`src/rtl/track_scroller_pkg.sv`:
```
// rtl/track_scroller_pkg.sv - shared state encoding, LFSR taps and timer period defaults
package track_scroller_pkg;

  typedef enum logic [1:0] {
    ST_IDLE = 2'd0,
    ST_RUN  = 2'd1,
    ST_OVER = 2'd2
  } state_e;

  // Taps 8,6,5,4 of x^8+x^6+x^5+x^4+1, as bit positions 7,5,4,3
  localparam logic [7:0] LFSR_TAPS = 8'hB8;

  localparam int CFG_W         = 10;
  localparam int CFG_START_DEF = 500;
  localparam int CFG_STEP_DEF  = 25;
  localparam int CFG_MIN_DEF   = 100;

  function automatic logic [7:0] lfsr_next(input logic [7:0] s);
    return {s[6:0], ^(s & LFSR_TAPS)};
  endfunction

endpackage

```
`src/rtl/track_scroller_if.sv`:
```
// rtl/track_scroller_if.sv - game control inputs and track/score/timer outputs of the scroller
interface track_scroller_if #(
  parameter int TRACK_LEN = 8,
  parameter int SCORE_W   = 10
);

  logic                 Start;
  logic                 Tick;
  logic                 PlayerHigh;
  logic [TRACK_LEN-1:0] TrackLow;
  logic [TRACK_LEN-1:0] TrackHigh;
  logic [SCORE_W-1:0]   Score;
  logic [9:0]           CfgOut;
  logic                 TimerClear;
  logic                 Running;
  logic                 GameOver;

  modport master (
    output Start, Tick, PlayerHigh,
    input  TrackLow, TrackHigh, Score, CfgOut, TimerClear, Running, GameOver
  );

  modport slave (
    input  Start, Tick, PlayerHigh,
    output TrackLow, TrackHigh, Score, CfgOut, TimerClear, Running, GameOver
  );

endinterface

```
`src/rtl/track_scroller_lfsr8.sv`:
```
// rtl/track_scroller_lfsr8.sv - free-running 8-bit Fibonacci LFSR, reloaded only by reset
module lfsr8
  import track_scroller_pkg::*;
#(
  parameter logic [7:0] SEED = 8'hA5
) (
  input  logic       Clk,
  input  logic       Rst,
  output logic [7:0] state
);

  logic [7:0] state_q, state_d;

  always_comb state_d = lfsr_next(state_q);

  always_ff @(posedge Clk) begin
    if (!Rst) state_q <= SEED;
    else      state_q <= state_d;
  end

  assign state = state_q;

endmodule

```
`src/rtl/track_scroller.sv`:
```
// rtl/track_scroller.sv - two-lane obstacle track, collision, score and timer speed-up
module track_scroller
  import track_scroller_pkg::*;
#(
  parameter int         TRACK_LEN  = 8,
  parameter int         GAP_MIN    = 2,
  parameter int         SCORE_W    = 10,
  parameter int         CFG_START  = CFG_START_DEF,
  parameter int         CFG_STEP   = CFG_STEP_DEF,
  parameter int         CFG_MIN    = CFG_MIN_DEF,
  parameter int         SCORE_STEP = 8,
  parameter logic [7:0] LFSR_SEED  = 8'hA5
) (
  input logic              Clk,
  input logic              Rst,
  track_scroller_if.slave  bus
);

  localparam int GAP_W = $clog2(GAP_MIN + 1);
  localparam logic [GAP_W-1:0]   GAP_MIN_V   = GAP_W'(GAP_MIN);
  localparam logic [GAP_W-1:0]   GAP_ONE     = GAP_W'(1);
  localparam logic [SCORE_W-1:0] SCORE_MAX   = '1;
  localparam logic [SCORE_W-1:0] SCORE_ONE   = SCORE_W'(1);
  localparam logic [CFG_W-1:0]   CFG_START_V = CFG_W'(CFG_START);
  localparam logic [CFG_W-1:0]   CFG_STEP_V  = CFG_W'(CFG_STEP);
  localparam logic [CFG_W-1:0]   CFG_MIN_V   = CFG_W'(CFG_MIN);
  localparam logic [CFG_W-1:0]   CFG_FLOOR_V = CFG_W'(CFG_MIN + CFG_STEP);

  state_e               state_q, state_d;
  logic [TRACK_LEN-1:0] low_q, low_d, high_q, high_d;
  logic [SCORE_W-1:0]   score_q, score_d, score_inc;
  logic [CFG_W-1:0]     cfg_q, cfg_d;
  logic [GAP_W-1:0]     gap_q, gap_d;
  logic                 tclr_q, tclr_d;
  logic                 running_q, running_d, over_q, over_d;
  logic                 collision, passed, spawn;
  logic [7:0]           lfsr;
  logic                 lfsr_unused;

  lfsr8 #(.SEED(LFSR_SEED)) u_lfsr (
    .Clk   (Clk),
    .Rst   (Rst),
    .state (lfsr)
  );

  // Only the low three bits steer spawning; the rest just feed the shift
  assign lfsr_unused = ^lfsr[7:3];

  always_comb begin
    state_d   = state_q;
    low_d     = low_q;
    high_d    = high_q;
    score_d   = score_q;
    cfg_d     = cfg_q;
    gap_d     = gap_q;
    tclr_d    = 1'b0;
    collision = (low_q[0] & ~bus.PlayerHigh) | (high_q[0] & bus.PlayerHigh);
    passed    = low_q[0] | high_q[0];
    spawn     = (gap_q >= GAP_MIN_V) && (lfsr[1:0] == 2'b00);
    score_inc = score_q + SCORE_ONE;

    if (bus.Start) begin
      state_d = ST_RUN;
      low_d   = '0;
      high_d  = '0;
      score_d = '0;
      gap_d   = '0;
      cfg_d   = CFG_START_V;
      tclr_d  = 1'b1;
    end else if (state_q == ST_RUN) begin
      if (collision) begin
        state_d = ST_OVER;
      end else if (bus.Tick) begin
        low_d  = low_q >> 1;
        high_d = high_q >> 1;
        if (spawn) begin
          low_d[TRACK_LEN-1]  = ~lfsr[2];
          high_d[TRACK_LEN-1] = lfsr[2];
          gap_d               = '0;
        end else if (gap_q < GAP_MIN_V) begin
          gap_d = gap_q + GAP_ONE;
        end
        // Saturated score neither increments nor speeds the timer up
        if (passed && (score_q != SCORE_MAX)) begin
          score_d = score_inc;
          if ((int'(score_inc) % SCORE_STEP) == 0)
            cfg_d = (cfg_q >= CFG_FLOOR_V) ? (cfg_q - CFG_STEP_V) : CFG_MIN_V;
        end
      end
    end

    running_d = (state_d == ST_RUN);
    over_d    = (state_d == ST_OVER);
  end

  always_ff @(posedge Clk) begin
    if (!Rst) begin
      state_q   <= ST_IDLE;
      low_q     <= '0;
      high_q    <= '0;
      score_q   <= '0;
      cfg_q     <= CFG_START_V;
      gap_q     <= '0;
      tclr_q    <= 1'b0;
      running_q <= 1'b0;
      over_q    <= 1'b0;
    end else begin
      state_q   <= state_d;
      low_q     <= low_d;
      high_q    <= high_d;
      score_q   <= score_d;
      cfg_q     <= cfg_d;
      gap_q     <= gap_d;
      tclr_q    <= tclr_d;
      running_q <= running_d;
      over_q    <= over_d;
    end
  end

  assign bus.TrackLow   = low_q;
  assign bus.TrackHigh  = high_q;
  assign bus.Score      = score_q;
  assign bus.CfgOut     = cfg_q;
  assign bus.TimerClear = tclr_q;
  assign bus.Running    = running_q;
  assign bus.GameOver   = over_q;

endmodule

```
`src/flat_wrapper.sv`:
```
// flat-port wrapper written by rule: the top's interface ports become plain ports
module track_scroller_flat import track_scroller_pkg::*;
#(
  parameter int         TRACK_LEN  = 8,
  parameter int         GAP_MIN    = 2,
  parameter int         SCORE_W    = 10,
  parameter int         CFG_START  = CFG_START_DEF,
  parameter int         CFG_STEP   = CFG_STEP_DEF,
  parameter int         CFG_MIN    = CFG_MIN_DEF,
  parameter int         SCORE_STEP = 8,
  parameter logic [7:0] LFSR_SEED  = 8'hA5
)
  (Clk, Rst, bus_Start, bus_Tick, bus_PlayerHigh, bus_TrackLow, bus_TrackHigh, bus_Score, bus_CfgOut, bus_TimerClear, bus_Running, bus_GameOver);
  track_scroller_if #(.TRACK_LEN(TRACK_LEN), .SCORE_W(SCORE_W)) bus_i ();
  input logic Clk;
  input logic Rst;
  input wire logic [$bits(bus_i.Start)-1:0] bus_Start;
  input wire logic [$bits(bus_i.Tick)-1:0] bus_Tick;
  input wire logic [$bits(bus_i.PlayerHigh)-1:0] bus_PlayerHigh;
  output wire logic [$bits(bus_i.TrackLow)-1:0] bus_TrackLow;
  output wire logic [$bits(bus_i.TrackHigh)-1:0] bus_TrackHigh;
  output wire logic [$bits(bus_i.Score)-1:0] bus_Score;
  output wire logic [$bits(bus_i.CfgOut)-1:0] bus_CfgOut;
  output wire logic [$bits(bus_i.TimerClear)-1:0] bus_TimerClear;
  output wire logic [$bits(bus_i.Running)-1:0] bus_Running;
  output wire logic [$bits(bus_i.GameOver)-1:0] bus_GameOver;
  assign bus_i.Start = bus_Start;
  assign bus_i.Tick = bus_Tick;
  assign bus_i.PlayerHigh = bus_PlayerHigh;
  assign bus_TrackLow = bus_i.TrackLow;
  assign bus_TrackHigh = bus_i.TrackHigh;
  assign bus_Score = bus_i.Score;
  assign bus_CfgOut = bus_i.CfgOut;
  assign bus_TimerClear = bus_i.TimerClear;
  assign bus_Running = bus_i.Running;
  assign bus_GameOver = bus_i.GameOver;
  track_scroller #(.TRACK_LEN(TRACK_LEN), .GAP_MIN(GAP_MIN), .SCORE_W(SCORE_W), .CFG_START(CFG_START), .CFG_STEP(CFG_STEP), .CFG_MIN(CFG_MIN), .SCORE_STEP(SCORE_STEP), .LFSR_SEED(LFSR_SEED)) u_core (.Clk(Clk), .Rst(Rst), .bus(bus_i));
endmodule
```
`config.mk`:
```
export PLATFORM = sky130hd
export DESIGN_NAME = track_scroller_flat
export DESIGN_NICKNAME = d
export VERILOG_FILES = /design/src/rtl/track_scroller_pkg.sv /design/src/rtl/track_scroller_if.sv /design/src/rtl/track_scroller_lfsr8.sv /design/src/rtl/track_scroller.sv /design/src/flat_wrapper.sv
export SDC_FILE = /design/constraint.sdc
export NUM_CORES = 1
export LEC_CHECK = 0
export CAP_MARGIN = 20
export CORE_UTILIZATION = 45
export DETAILED_ROUTE_END_ITERATION = 10
export MAX_ROUTING_LAYER = met4
export PLACE_DENSITY = 0.71
export SLEW_MARGIN = 10
export SYNTH_ARGS = -nofsm -noshare
export SYNTH_HDL_FRONTEND = slang
export SYNTH_SLANG_ARGS = --single-unit
```
`constraint.sdc`:
```
create_clock -name Clk -period 2.41 [get_ports Clk]
set_input_delay 0.3615 -clock Clk [delete_from_list [all_inputs] [get_ports Clk]]
set_output_delay 0.3615 -clock Clk [all_outputs]
set_load 0.02 [all_outputs]
```
==> reports/results.txt, run 1 <==
most common cell in the netlist - dfxtp_1
Horiz. Die Dim - 74.1 um
pwr dens - 488 nW/um2
share of the synthesized area in the top cell type - 43.7%
Worst Path Buf+Inv - 1
CTS max path bufs - 2
P_int - 1.10 mW
CTS sink count - 51
core area - 4850 um2
count of cell types in the netlist - 56
post-synthesis compound-gate area fraction - 22.1%
Final #Nets - 316
Setup crit start kind - primary input
prevailing post-synth register cell - dfxtp_1
fraction of synthesized area in multiplexers - 1.34%
TritonCTS clock tree - yes
fmax - 0.504 GHz
synth top area cells - dfxtp_1, nand2_1, a21oi_1, ha_1, nor2_1
first-pass GRT wire length - 8.07 mm
Clock Pin Slew Worst Setup and Hold Paths - 90 ps
final clock skew - 3.21 ps
Port Buffers - 43
GRT overflow - 0
# DRC - 0
Vias per Instance - 5.55
Synthesized Nets - 269
antenna violations before repair - 0
hold slack - 417 ps
number of global-route vias before repair - 1,810
post-synthesis async set-or-reset flop share - 0%
Mapped Cells - 259
post-CTS sizing - 0
Max-Cap Viols - 0
XOR/XNOR Fraction of Synth Area - 1.50%
Post-Synth Adder-Cell Area - 2.68%
DR vias - 2,075
Iteration-0 DRC Markers - 109
Slew Viols, Final - 0
Filler Cells Inserted - 437
final WL - 4.92 mm
Tot GR Track Use - 19.5%
die area - 5490 um2
actual slew at the worst max-slew pin - 466 ps
Yosys reg bits - 51
First-pass DRT Iterations - 4
Slowest cell on crit path - clkdlybuf4s50_1
final setup TNS - 0 ps
Avg Cell Area, Syn - 9.02 um2
Synth area leader - dfxtp_1
register area share after synthesis - 43.7%
Worst Path Arrival - 2160 ps
Routed WL per cell - 13.1 um
top post-synthesis cells by count - dfxtp_1, nand2_1, a21oi_1, nor2_1, nand3_1
WP data required - 2580 ps
EDFF count, synth - 0
logic gate share of total power - 5.5%
Static Leak - 1.03 nW
CTS buffer count - 5
worst reg-to-reg setup slack - 460 ps
final critical-path share of the clock period - 82.3%
Die Y - 74.1 um
NetSw - 330 uW
worst-path fanout max - 6
Syn-to-layout area delta - 25.2%
clock latency on the worst-skew pair - 300 ps
crit-path cells - clkdlybuf4s50_1 > and3b_1 > o211ai_1 > nor3_2 > a32oi_1
Hold Fails Final Rpt - 0
Syn. warnings - 0
share of post-route cells with drive strength above 1 - 7.82%
Synth Cell Area - 2340 um2
HPWL Detailed - 3.49 mm
RSZ-0062 raised after global routing - no
slowest stage delay, CP - 600 ps
CTS Root Cell - clkbuf_8
Tmin final - 1980 ps
Peak supply drop - 489 uV
ANT cells - 0
post-CTS setup buffer count - 0
power share of the clock group - 33.7%
outcome - complete, no violations
CTS H-tree lvls - 2
GP Congestion - 0.793
Final ANT Viol Nets - 0
Boundary Pins - 44
part of the power in registers - 60.8%
largest net degree at the start of global routing - 20
Hold Path Class - reg -> reg
Top delay family on crit path - simple AND/OR/NAND/NOR gates
Std-Cell Rows - 25
Initial Util - 48.2%
Setup Viol. Count Final - 0
combinational family with the most area after synthesis - simple AND/OR/NAND/NOR gates
cts hold-fix bufs - 0
worst relative slew slack - 68.9%
Worst setup EP type - flip-flop
sw frac - 23.1%
simple-gate share of the synthesized area - 23.6%
Setup Crit Path Kind - in -> reg
[metrics by stage]
stage / cells / setup WS [ps] / utilization [%] / power, mW / area [um2]
after CTS: 374 / 464 / 60.3 / 1.44 / 2930
final: 374 / 427 / 60.3 / 1.43 / 2930
after floorplan: 259 / 636 / - / 0.940 / 2340
after global placement: 366 / 198 / 58.6 / 0.965 / 2840
after detailed placement: 366 / 134 / 58.6 / 0.966 / 2840
after global routing: 374 / 300 / 60.3 / 1.49 / 2930
[cell usage in the layout (no fill, tap or decap), types with 2 or more instances in the layout]
| cell | netlist | final |
|---|---|---|
| dfxtp_1 | 51 | 51 |
| clkdlybuf4s50_1 | 0 | 43 |
| nand2_1 | 35 | 35 |
| a21oi_1 | 25 | 25 |
| nor2_1 | 14 | 14 |
| buf_4 | 2 | 11 |
| nand3_1 | 10 | 10 |
| inv_1 | 7 | 7 |
| and2_1 | 7 | 7 |
| nor3_1 | 6 | 6 |
| and3_1 | 5 | 5 |
| nand2b_1 | 5 | 5 |
| ha_1 | 5 | 5 |
| clkbuf_8 | 0 | 5 |
| nor2b_1 | 4 | 4 |
| o211ai_1 | 4 | 4 |
| or4_1 | 4 | 4 |
| o21ai_0 | 4 | 4 |
| o211a_1 | 3 | 3 |
| a31oi_1 | 3 | 3 |
| o311ai_0 | 3 | 3 |
| nand4_1 | 3 | 3 |
| nor4_1 | 3 | 3 |
| a22oi_1 | 3 | 3 |
| o31ai_1 | 3 | 3 |
| o21a_1 | 3 | 3 |
| o41ai_1 | 3 | 3 |
| and3b_1 | 2 | 2 |
| a211o_1 | 2 | 2 |
| mux2i_1 | 2 | 2 |
| xor2_1 | 2 | 2 |
| xnor2_1 | 2 | 2 |
[area by class of cell]
class                   instances  area, um2  area share (%)
flip-flops and latches         51       1020            34.9
inverters                       7       26.3           0.898
clock inverters                 2       12.5           0.428
multi-input cells             187       1200            40.9
clock buffers                   6       72.6            2.48
well taps                      67       83.8            2.87
repair buffers                 54        513            17.5
[power by group through the flow]
stage          Clock, mW  Combinational [mW]  Sequential (mW)
2_1_floorplan          0              0.0527            0.887
3_3_place_gp           0              0.0774            0.887
3_5_place_dp           0              0.0785            0.887
4_1_cts            0.496              0.0789            0.868
5_1_grt            0.535              0.0861            0.870
6_report           0.481              0.0781            0.868
[flip-flops by register name, indices dropped and copies added, names as in the netlist]
| register | cells |
|---|---|
| u_core.bus.TimerClear | 1 |
| u_core.u_lfsr.state | 8 |
| u_core.bus.CfgOut | 10 |
| u_core.bus.TrackLow | 8 |
| u_core.bus.TrackHigh | 8 |
| u_core.gap_q | 2 |
| u_core.bus.Score | 10 |
| u_core.bus.Running | 1 |
| u_core.state_q | 2 |
| u_core.bus.GameOver | 1 |
[worst paths after layout]
path | startpoint | end | cells after the start
max | bus_PlayerHigh | u_core.bus.CfgOut[6]$_SDFFE_PP1P_ | 5
min | u_core.u_lfsr.state[6]$_SDFF_PN0_ | u_core.u_lfsr.state[7]$_SDFF_PN1_ | 1
max reg2reg | u_core.bus.CfgOut[0]$_SDFFE_PP0P_ | u_core.bus.CfgOut[6]$_SDFFE_PP1P_ | 6
min reg2reg | u_core.u_lfsr.state[6]$_SDFF_PN0_ | u_core.u_lfsr.state[7]$_SDFF_PN1_ | 1
[cells by family (layout without fill, tap and decap cells)]
kind of cell               Yosys count  after routing
xor gates and xnor gates             4              4
adders and majority gates            5              5
muxes                                3              3
DFF                                 51             51
and+or+nand+nor                    105            105
buffers and inverters               21             69
AOI/OAI and AO/OA                   70             70
[metal layers]
layer | track usage [%] | up-vias | share of wire (%)
met5 | - | - | 0
met4 | 7.91 | 0 | 1.6
met3 | 4.07 | 8 | 5.8
met2 | 30.7 | 60 | 46
met1 | 24.4 | 961 | 47
li1 | - | 1046 | -
No activity file was read; power rests on OpenSTA's default activity.
==> inputs of run 2 (changes only) <==
--- a/config.mk
+++ b/config.mk
@@ -9,7 +9,7 @@
 export CORE_UTILIZATION = 45
 export DETAILED_ROUTE_END_ITERATION = 10
 export MAX_ROUTING_LAYER = met4
-export PLACE_DENSITY = 0.71
+export PLACE_DENSITY = 0.73
 export SLEW_MARGIN = 10
 export SYNTH_ARGS = -nofsm -noshare
 export SYNTH_HDL_FRONTEND = slang
==> constraint.sdc (replaced) <==
create_clock -name Clk -period 1.8 [get_ports Clk]
set_input_delay 0.27 -clock Clk [delete_from_list [all_inputs] [get_ports Clk]]
set_output_delay 0.27 -clock Clk [all_outputs]
set_load 0.02 [all_outputs]
==> reports/results.txt, run 2 (same netlist as run 1, synthesis figures left out) <==
RSZ-0062 raised after global routing - no (unchanged)
clock latency on the worst-skew pair - 310 ps (was 300 ps)
fmax - 0.576 GHz
Hold Path Class - reg -> reg (unchanged)
Vias per Instance - 5.56 (was 5.55)
ANT cells - 0 (unchanged)
Horiz. Die Dim - 74.1 um (unchanged)
final setup TNS - 0 ps (unchanged)
worst-path fanout max - 7 (was 6)
Final ANT Viol Nets - 0 (unchanged)
worst relative slew slack - 73.4% (was 68.9%)
WP data required - 2060 ps (was 2580 ps)
final core occ - 65.0% (was 60.3%)
Hold Fails Final Rpt - 0 (unchanged)
final setup margin - 64.6 ps (was 427 ps)
Filler Cells Inserted - 422 (was 437)
pwr dens - 620 nW/um2 (was 488 nW/um2)
TritonCTS clock tree - yes (unchanged)
Slew Viols, Final - 0 (unchanged)
Final #Nets - 339 (was 316)
Setup Viol. Count Final - 0 (unchanged)
Tot GR Track Use - 21.8% (was 19.5%)
GRT overflow - 0 (unchanged)
most frequent cells in the layout - dfxtp_1, clkdlybuf4s50_1, nand2_1, buf_4, a21oi_1 (was dfxtp_1, clkdlybuf4s50_1, nand2_1, a21oi_1, nor2_1)
outcome - complete, no violations (unchanged)
Worst setup EP type - flip-flop (unchanged)
Routed WL per cell - 13.8 um (was 13.1 um)
die area - 5490 um2 (unchanged)
final WL - 5.48 mm (was 4.92 mm)
cts hold-fix bufs - 0 (unchanged)
Std-Cell Rows - 25 (unchanged)
CTS H-tree lvls - 2 (unchanged)
Initial Util - 48.2% (unchanged)
DR vias - 2,209 (was 2,075)
core area - 4850 um2 (unchanged)
Tmin final - 1740 ps
Worst Path Arrival - 1990 ps (was 2160 ps)
antenna violations before repair - 0 (unchanged)
Syn-to-layout area delta - 34.8% (was 25.2%)
share of post-route cells with drive strength above 1 - 16.7% (was 7.82%)
Clock Pin Slew Worst Setup and Hold Paths - 100 ps (was 90 ps)
Boundary Pins - 44 (unchanged)
CTS max path bufs - 2 (unchanged)
Port Buffers - 43 (unchanged)
commonest non-fill, non-tap cell in the layout - dfxtp_1 (unchanged)
GP Congestion - 0.830 (was 0.793)
CTS buffer count - 5 (unchanged)
dpl cell area - 3010 um2 (was 2840 um2)
HPWL Detailed - 3.93 mm (was 3.49 mm)
number of global-route vias before repair - 1,980 (was 1,810)
Final Cell Area - 3150 um2 (was 2930 um2)
Max-Cap Viols - 0 (unchanged)
Iteration-0 DRC Markers - 186 (was 109)
# DRC - 0 (unchanged)
largest net degree at the start of global routing - 36 (was 20)
CTS Root Cell - clkbuf_8 (unchanged)
final critical-path share of the clock period - 96.4%
Static Leak - 1.15 nW (was 1.03 nW)
Die Y - 74.1 um (unchanged)
Setup crit start kind - flip-flop (was primary input)
final clock skew - 7.30 ps (was 3.21 ps)
first-pass GRT wire length - 8.98 mm (was 8.07 mm)
First-pass DRT Iterations - 4 (unchanged)
Peak supply drop - 509 uV (was 489 uV)
CTS sink count - 51 (unchanged)
pre-CTS setup slack - -174 ps (was 134 ps)
Setup Crit Path Kind - reg -> reg (was in -> reg)
actual slew at the worst max-slew pin - 398 ps (was 466 ps)
==> run 2: changes by cell type in the layout (fill, tap and decap cells not counted) <==
cell	before	now
nor3_1	6	5
buf_4	11	33
buf_12	0	1
dfxtp_1	51	47
clkinv_2	1	0
dfxtp_2	0	4
nand3_1	10	9
ha_4	0	1
ha_2	0	1
ha_1	5	3
inv_6	0	1
nand3_2	0	1
nor3_4	0	1
==> run 2: final timing paths <==
path                                      from                           endpoint  slack (ps)  cells past startpoint
max          u_core.bus.CfgOut[0]$_SDFFE_PP0P_  u_core.bus.CfgOut[1]$_SDFFE_PP0P_          60                      7
min          u_core.u_lfsr.state[6]$_SDFF_PN0_  u_core.u_lfsr.state[7]$_SDFF_PN1_         410                      1
max reg2reg  u_core.bus.CfgOut[0]$_SDFFE_PP0P_  u_core.bus.CfgOut[1]$_SDFFE_PP0P_          60                      7
min reg2reg  u_core.u_lfsr.state[6]$_SDFF_PN0_  u_core.u_lfsr.state[7]$_SDFF_PN1_         410                      1
==> run 2: per-layer routing <==
metal  global-route usage, %  routed length, um  up-vias  share of wire (%)
li1                        -                  -     1085                  -
met1                    26.6               2500     1047                 46
met2                    35.3               2590       68                 47
met3                    6.23                331        9                6.0
met4                    5.98                 63        0                1.1
met5                       -                  0        -                  0
==> run 2: metrics by stage <==
stage	std cells	total power [mW]	hold slack [ps]
global placement	387	1.30	390
global route	397	2.03	445
finish	397	1.95	415
CTS	395	1.97	419
floorplan	259	1.26	343
detailed placement	387	1.30	395
==> run 2: timing repair <==
item	4_1_cts	5_1_grt
resized for setup	1	9
setup buffers	0	2
pin swaps	0	4
endpoints found under the setup margin	1	16
==> run 2: final cells by class <==
| class | count | area, um2 | share of cell area [%] |
|---|---|---|---|
| clock inverters | 2 | 16.3 | 0.516 |
| multi-input cells | 187 | 1230 | 39.0 |
| clock buffers | 6 | 72.6 | 2.30 |
| flip-flops and latches | 51 | 1030 | 32.6 |
| repair buffers | 77 | 698 | 22.2 |
| inverters | 7 | 26.3 | 0.834 |
| well taps | 67 | 83.8 | 2.66 |
==> run 2: where the power goes <==
group	leakage, nW	switching (mW)	internal, mW
Sequential	0.417	0.0114	1.15
Combinational	0.687	0.0598	0.0559
Clock	0.0418	0.396	0.280
Total	1.15	0.467	1.48
==> run 2: worst max-delay path, stage by stage (launching register included) <==
cell	delay (ps)
dfxtp_2	370
inv_1	60
ha_1	210
nor2b_1	150
o31a_1	360
buf_4	180
nor4_1	210
o21a_1	150
==> inputs of run 3 (changes only) <==
--- a/config.mk
+++ b/config.mk
@@ -7,6 +7,7 @@
 export LEC_CHECK = 0
 export CAP_MARGIN = 20
 export CORE_UTILIZATION = 45
+export CTS_CLUSTER_SIZE = 24
 export DETAILED_ROUTE_END_ITERATION = 10
 export MAX_ROUTING_LAYER = met4
 export PLACE_DENSITY = 0.73
==> results of run 3 <==
No change in the layout: final DEF, timing and power equal those of run 2.
